==> src/rtl/fetch_pkg.sv <==
// fetch_pkg: shared types for the instruction-fetch sequencer.
//   fetch_state_t : sequencer state (IDLE after reset, RUN, HALTED)
//   npc_sel_t     : which source loads the program counter at the next edge
//   HALT_FILL     : bit replicated across the instruction width to form the
//                   halt word (all ones for any width)
package fetch_pkg;

   typedef enum logic [1:0] {
      IDLE   = 2'd0,
      RUN    = 2'd1,
      HALTED = 2'd2
   } fetch_state_t;

   typedef enum logic [2:0] {
      NPC_HOLD  = 3'd0,
      NPC_INC   = 3'd1,
      NPC_ABS   = 3'd2,
      NPC_REL   = 3'd3,
      NPC_START = 3'd4
   } npc_sel_t;

   localparam logic HALT_FILL = 1'b1;

endpackage

==> src/rtl/sat_counter.sv <==
// sat_counter: free-standing statistics counter.
//   clk_i   : clock, rising edge
//   rst_i   : asynchronous active-high reset, clears the count
//   clr_i   : synchronous clear, wins over en_i
//   en_i    : increment this cycle (holds at all-ones once reached)
//   count_o : current count (registered)
module sat_counter #(
   parameter int CW = 16
) (
   input  logic          clk_i,
   input  logic          rst_i,
   input  logic          clr_i,
   input  logic          en_i,
   output logic [CW-1:0] count_o
);

   logic [CW-1:0] count_q;
   logic [CW-1:0] count_d;

   always_comb begin
      count_d = count_q;
      if (clr_i) begin
         count_d = '0;
      end else if (en_i && (count_q != {CW{1'b1}})) begin
         count_d = count_q + CW'(1);
      end
   end

   always_ff @(posedge clk_i or posedge rst_i) begin
      if (rst_i) begin
         count_q <= '0;
      end else begin
         count_q <= count_d;
      end
   end

   assign count_o = count_q;

endmodule

==> src/rtl/fetch_ctrl.sv <==
// fetch_ctrl: instruction-fetch sequencer for the single-cycle core.
// Owns the program counter, addresses a combinational instruction ROM and
// hands the fetched word straight to the decoder in the same cycle. Stalls
// and branches decided this cycle take effect at the next rising edge. An
// all-ones word halts the sequencer; run statistics stay readable at Done.
//   Clk, Reset             : clock and asynchronous active-high reset
//   Start, StartAddr       : launch execution (accepted in IDLE/HALTED only)
//   Stall                  : datapath hold, PC and retired count frozen
//   BranchEn, BranchAbs    : take branch; absolute target or signed offset
//   Target                 : branch target / two's-complement offset
//   InstAddress, InstIn    : ROM address out, ROM data in
//   Inst, InstValid        : instruction to decoder and its qualifier
//   PC, Done               : program counter, high while halted
//   CycleCount, InstCount  : RUN cycles and retired instructions since Start
module fetch_ctrl
   import fetch_pkg::*;
#(
   parameter int A  = 10,
   parameter int W  = 10,
   parameter int CW = 16
) (
   input  logic          Clk,
   input  logic          Reset,
   input  logic          Start,
   input  logic [A-1:0]  StartAddr,
   input  logic          Stall,
   input  logic          BranchEn,
   input  logic          BranchAbs,
   input  logic [A-1:0]  Target,
   output logic [A-1:0]  InstAddress,
   input  logic [W-1:0]  InstIn,
   output logic [W-1:0]  Inst,
   output logic          InstValid,
   output logic [A-1:0]  PC,
   output logic          Done,
   output logic [CW-1:0] CycleCount,
   output logic [CW-1:0] InstCount
);

   localparam logic [W-1:0] HALT_WORD = {W{HALT_FILL}};

   fetch_state_t state_q, state_d;
   logic [A-1:0] pc_q, pc_d;
   logic         done_q, done_d;

   npc_sel_t     npc_sel;
   logic         is_halt;
   logic         inst_valid;
   logic         cnt_clr;
   logic         cyc_en;
   logic         inst_en;

   logic signed [A:0] off_sext;
   logic        [A:0] rel_sum;
   logic      [A-1:0] pc_rel;

   assign is_halt = (InstIn == HALT_WORD);

   // Offset is widened by one bit before the add so the sign is explicit;
   // the carry-out is dropped, giving the modulo-2**A result.
   assign off_sext = {Target[A-1], Target};
   assign rel_sum  = {1'b0, pc_q} + $unsigned(off_sext);
   assign pc_rel   = rel_sum[A-1:0];

   always_comb begin
      state_d    = state_q;
      npc_sel    = NPC_HOLD;
      inst_valid = 1'b0;
      cnt_clr    = 1'b0;
      cyc_en     = 1'b0;
      inst_en    = 1'b0;

      case (state_q)
         IDLE, HALTED: begin
            if (Start) begin
               state_d = RUN;
               npc_sel = NPC_START;
               cnt_clr = 1'b1;
            end
         end

         RUN: begin
            cyc_en = 1'b1;
            if (is_halt) begin
               // Halt word wins over any stall or branch this cycle; the PC
               // stays on the halt address for the harness to read.
               state_d = HALTED;
            end else begin
               inst_valid = 1'b1;
               if (!Stall) begin
                  inst_en = 1'b1;
                  if (BranchEn) begin
                     npc_sel = BranchAbs ? NPC_ABS : NPC_REL;
                  end else begin
                     npc_sel = NPC_INC;
                  end
               end
            end
         end

         default: begin
            state_d = IDLE;
         end
      endcase
   end

   always_comb begin
      pc_d = pc_q;
      case (npc_sel)
         NPC_INC:   pc_d = pc_q + A'(1);
         NPC_ABS:   pc_d = Target;
         NPC_REL:   pc_d = pc_rel;
         NPC_START: pc_d = StartAddr;
         default:   pc_d = pc_q;
      endcase
   end

   assign done_d = (state_d == HALTED);

   always_ff @(posedge Clk or posedge Reset) begin
      if (Reset) begin
         state_q <= IDLE;
         pc_q    <= '0;
         done_q  <= 1'b0;
      end else begin
         state_q <= state_d;
         pc_q    <= pc_d;
         done_q  <= done_d;
      end
   end

   sat_counter #(.CW(CW)) u_cycle_cnt (
      .clk_i   (Clk),
      .rst_i   (Reset),
      .clr_i   (cnt_clr),
      .en_i    (cyc_en),
      .count_o (CycleCount)
   );

   sat_counter #(.CW(CW)) u_inst_cnt (
      .clk_i   (Clk),
      .rst_i   (Reset),
      .clr_i   (cnt_clr),
      .en_i    (inst_en),
      .count_o (InstCount)
   );

   assign InstAddress = pc_q;
   assign Inst        = InstIn;
   assign InstValid   = inst_valid;
   assign PC          = pc_q;
   assign Done        = done_q;

endmodule

==> config.mk <==
export PLATFORM = sky130hd
export DESIGN_NAME = fetch_ctrl
export DESIGN_NICKNAME = d
export VERILOG_FILES = /design/src/rtl/fetch_pkg.sv /design/src/rtl/sat_counter.sv /design/src/rtl/fetch_ctrl.sv
export SDC_FILE = /design/constraint.sdc
export NUM_CORES = 1
export LEC_CHECK = 0
export BUFFER_PORTS_ARGS = -buffer_cell sky130_fd_sc_hd__buf_2
export CAP_MARGIN = 20
export CORE_MARGIN = 1.5
export CORE_UTILIZATION = 45
export DETAILED_ROUTE_END_ITERATION = 8
export PLACE_DENSITY = 0.73
export SYNTH_ARGS = -nofsm -noshare
export SYNTH_HDL_FRONTEND = slang
export SYNTH_HIERARCHICAL = 1
export SYNTH_SLANG_ARGS = --single-unit
==> constraint.sdc <==
create_clock -name Clk -period 8.18 [get_ports Clk]
set_clock_uncertainty 0.05 [all_clocks]
set_input_delay 0.409 -clock Clk [delete_from_list [all_inputs] [get_ports Clk]]
set_output_delay 0.409 -clock Clk [all_outputs]
set_load 0.005 [all_outputs]
After elaboration in Yosys (flattened, before gate mapping)
Cells that the tools add are included.

operators by class
  mux-type cells = 22
  div/mod/pow operators = 0
  $lt $le $gt $ge = 0
  shift-type cells = 0
  $add $sub $neg = 4
  reduce and logical (&&, ||, !) cells = 7
  bitwise operators = 0
  multipliers = 0
  equality and inequality tests = 10

operator list
  operator                                       count
  2-to-1 mux 16 bit                              4
  case mux 10 bit (4 select lines)               1
  adder 16 x 1 -> 16 bit, second input constant  2
  inequality test 16 bit, second input constant  2
  adder 10 x 1 -> 10 bit, second input constant  1
  adder 10 bit                                   1
  == test 10 bit, second input constant          1
  2-to-1 mux 2 bit                               5
  2-to-1 mux 1 bit                               9
  == test 3 x 2 -> 1 bit, second input constant  2
  case mux 3 bit (2 select lines)                1
  == test 2 bit, second input constant           2
  case mux 2 bit (2 select lines)                1
  nonzero test 2 bit                             2
  nonzero test 4 bit                             1
  == test 3 x 1 -> 1 bit, second input constant  1
  == test 3 bit, second input constant           1
  2-to-1 mux 3 bit                               1
  == test 2 x 1 -> 1 bit, second input constant  1
  logical AND 1 bit                              2
  logical NOT 2 bit                              1
  OR reduction 2 bit                             1

word-level totals
  ROM bits = 0
  flip-flop bits (word level) = 45
  memories kept = 0
  latch bits = 0
  output and inout bits = 64
  logic and storage cells = 48
  memory bits (writable) = 0

Logic depth before layout (Yosys ltp)
  depth in word-level cells = 7
  gate-level depth with buffers = 12
  depth with buffers taken out = 12

Modules after synthesis
The synthesis kept the hierarchy.

modules (own cells, without submodules)
  module       cells each  seq. area each (µm²)  area each (µm²)  times used
  sat_counter  101         400.4                 932.1            2
  fetch_ctrl   164         325.3                 1378.8           1

Worst setup path after synthesis
No wires, ideal clock.

  path kind = flip-flop to flip-flop
  from = reg state_q[1]
  to = reg pc_q[8], in the netlist InstAddress[8]
  data required time = 8.001 ns
  period minus slack after synthesis = 3.117 ns
  buffers on the path = 0
  arrival = 2.938 ns
  slack = 5.063 ns
  setup time = 0.129 ns
  cell stages (with the launch flop) = 13
  cell sequence = dfrtp_1 > or3b_1 > a311oi_4 > or2b_1 > ha_1 > inv_1 > fa_1 > nor2b_1 > o21a_1 > o31a_1 > o41ai_1 > mux2i_1 > a31oi_1

between the ends
  longest elaborated chain between the ends = 5
  elaborated cells on any way between the ends = 11
  classes of those cells = eq/ne (6); mux (2); reduce/logical (3)

ends and longest elaborated chain
  element                                                                 line               RTL
  start, declared                                                         fetch_ctrl.sv:42   fetch_state_t state_q, state_d;
  start signal, assigned                                                  fetch_ctrl.sv:126  state_q <= state_d;
  == test 2 bit or logical NOT 2 bit (tied branches)                      fetch_ctrl.sv:73   case (state_q)
  OR reduction 2 bit                                                      fetch_ctrl.sv:73
  case mux 3 bit (2 select lines) (*)                                     fetch_ctrl.sv:73
  == test 3 bit (tied with other cells)                                   fetch_ctrl.sv:109  case (npc_sel)
  case mux 10 bit (4 select lines) or nonzero test 4 bit (tied branches)  n/a
  end signal, assigned                                                    fetch_ctrl.sv:127  pc_q <= pc_d;
  end, declared                                                           fetch_ctrl.sv:43   logic [A-1:0] pc_q, pc_d;

Mark *: on every way between the ends. The rest lies on a longest branch, timed or not.
A chain may end at the register's enable or synchronous reset.

Final worst setup path
Ends and elaborated chain as after synthesis.

==> impl_metrics.json <==
{
  "netSwitchingPower_uw": 399,
  "drc": 0,
  "internal_power_uw": 566,
  "core_um2": 6870,
  "worstReg2RegStart": "state_q[1]",
  "drive_gt1_share_pct": 31.2,
  "end_kind": "flip-flop",
  "power.density_nw_per_um2": 258,
  "vias": 3113,
  "syn_avg_cell_area_um2": 8.86,
  "hold_buffers": 0,
  "postRouteWirelength_mm": 7.85,
  "tightest_slew_ns": 0.766,
  "clkLatencyLatePin_ns": 0.29,
  "hold_ws_ns": 0.131,
  "synthFlopType": "dfrtp_1",
  "tritoncts": "done",
  "ys_ff_latch": 45,
  "drv_slew": 0,
  "start_util_pct": 47.2,
  "hold_path_class": "primary input to asynchronous set/reset pin",
  "yosysWarningCount": 6,
  "rsz0062_at_grt": "no",
  "finalCritPeriodShare_pct": 41.5,
  "via_per_inst": 5.78,
  "first_pass_iters": 5,
  "worstPathMaxFanout": 10,
  "min_period_ns": 3.39,
  "numCtsBuffers": 5,
  "seqPwrFrac_pct": 40.9,
  "relSlewSlack_pct": 48.9,
  "synthesis.nets": 414,
  "placed_cells": 531,
  "yosysSeqAreaShare_pct": 34.7,
  "cts_buffer_depth": 2,
  "maxCapViolations": 0,
  "rr_endpoint": "InstAddress[8]",
  "fin_cells": 539,
  "cts-resized-gates": 0,
  "power_uw": 965,
  "fin_tns_setup_ns": 0,
  "synth_edf_count": 0,
  "grt-ovfl-total": 0,
  "wl_per_cell_um": 14.6,
  "comb_power_share_pct": 43.9,
  "ys_types": 59,
  "path_class": "flip-flop to flip-flop",
  "grt_pass1_wl_mm": 12.8,
  "grt_pass1_vias": 2744,
  "status": "finished clean",
  "gp_congestion": 0.887,
  "die-area_um2": 7730,
  "syn_inst": 366,
  "antenna_found_initial": 0,
  "cp.arrival_ns": 3.52,
  "syn_area_um2": 3240,
  "async_flop_share_pct": 100,
  "cp.required_ns": 8.30,
  "areaGrowthSynthToFinish_pct": 15.3,
  "start_kind": "flip-flop",
  "postCtsSetupBuffers": 0,
  "clkSinkCount": 45,
  "dieHeight_um": 87.9,
  "rows": 30,
  "fmax_mhz": 295,
  "setup_viol": 0,
  "place_hpwl_mm": 5.85,
  "final_net_count": 490,
  "grt_max_degree": 27,
  "ir_drop_uv": 140,
  "pwr-share-clk_pct": 15.2,
  "die_width_um": 87.9,
  "hold_viol": 0,
  "ant_nets": 0,
  "io_pins": 100,
  "htreeDepth": 2,
  "root_buffer": "clkbuf_8",
  "r2r_cells": 12,
  "grt_usage_pct": 20.6,
  "r2r_slack_ns": 4.79,
  "antenna_cells": 0,
  "first_iter_violations": 142,
  "io_buffer_count": 99,
  "p_sw_share_pct": 41.3,
  "total_leakage_power_uw": 0.00166,
  "clk_pin_slew_ns": 0.09
}
==> logic make-up (layout without fill, tap and decap cells) <==
| logic type | Yosys count | count (layout) | synth area share [%] |
|---|---|---|---|
| buf+inv | 46 | 123 | 8.64 |
| simple gates | 158 | 158 | 28.7 |
| xor+xnor | 6 | 6 | 1.62 |
| fa+ha+maj | 12 | 12 | 4.86 |
| flops | 45 | 45 | 34.7 |
| mux | 7 | 7 | 2.31 |
| compound gates | 92 | 92 | 19.2 |
==> synthesized netlist by cell type (all sizes together) (8+ instances only) <==
cell	number	share of area, %
dfrtp	45	35
nand2	27	3.3
a21oi	25	3.9
buf	25	5.8
nor2	24	2.9
o21ai	19	2.9
nand3	17	2.6
or4	16	4.0
inv	15	1.7
or3	15	3.0
ha	11	4.2
nand4	11	3.0
nor3	11	1.7
o31ai	11	2.5
a31oi	10	1.9
and2	8	1.7
==> registers in the layout (all words and copies together), names as in the netlist <==
register,cells
Done,1
InstAddress,10
state_q,2
u_cycle_cnt/count_o,16
u_inst_cnt/count_o,16
==> metal layers <==
metal | vias up | GRT usage [%] | share of wire [%]
met3 | 6 | 3.96 | 5.2
met4 | 0 | 5.05 | 0.92
met1 | 1497 | 27.5 | 46
met2 | 100 | 34.5 | 48
li1 | 1510 | - | -
met5 | - | 0 | 0
==> how the worst max path moves through the flow <==
stage                    start        endpoint  slack [ns]  cells after the start
floorplan           state_q[1]  InstAddress[8]        5.06                     12
global placement         Stall  InstAddress[8]        4.76                     13
detailed placement       Stall  InstAddress[8]        4.68                     13
CTS                 state_q[1]  InstAddress[8]        4.76                     12
global route        state_q[1]  InstAddress[8]        4.54                     12
finish              state_q[1]  InstAddress[8]        4.79                     12
==> stage by stage <==
stage | instance area, um^2 | setup slack [ns] | utilization [%]
final | 3740 | 4.79 | 54.4
after global routing | 3740 | 4.54 | 54.4
after CTS | 3740 | 4.76 | 54.4
after detailed placement | 3640 | 4.68 | 53.0
after global placement | 3640 | 4.76 | 53.0
after floorplan | 3240 | 5.06 | -
==> cell type report <==
cell class              instances  area (um^2)
clock inverters                 2         13.8
repair buffers                100          503
flip-flops and latches         45         1130
fillers                       651         3130
clock buffers                   6         82.6
multi-input cells             275         1840
well taps                      96          120
inverters                      15         56.3
==> worst max-delay path: stages (launching register included) <==
cell and delay, ns:
dfrtp_1 0.41, or3b_1 0.42, a311oi_4 0.50, or2b_1 0.27, ha_1 0.20, inv_1 0.08
fa_1 0.22, nor2b_1 0.06, o21a_1 0.17, o31a_1 0.26, o41ai_1 0.31, mux2i_1 0.23
a31oi_1 0.09
==> power groups by stage <==
stage / registers, uW / clock network (uW) / logic (uW)
5_1_grt: 411 / 161 / 476
3_5_place_dp: 397 / 0 / 425
6_report: 395 / 147 / 424
4_1_cts: 395 / 153 / 426
3_3_place_gp: 396 / 0 / 410
2_1_floorplan: 385 / 0 / 294
==> cell usage in the layout (no fill, tap or decap), types with 11 or more instances in the layout <==
master,instances
dfrtp_1,45
nand2_1,25
or4_1,12
o21ai_0,19
inv_1,14
a21oi_1,25
nor3_1,11
buf_2,99
o31ai_1,11
ha_1,11
or3_1,13
nand3_1,17
nor2_1,23
No activity file was read; power rests on OpenSTA's default activity.
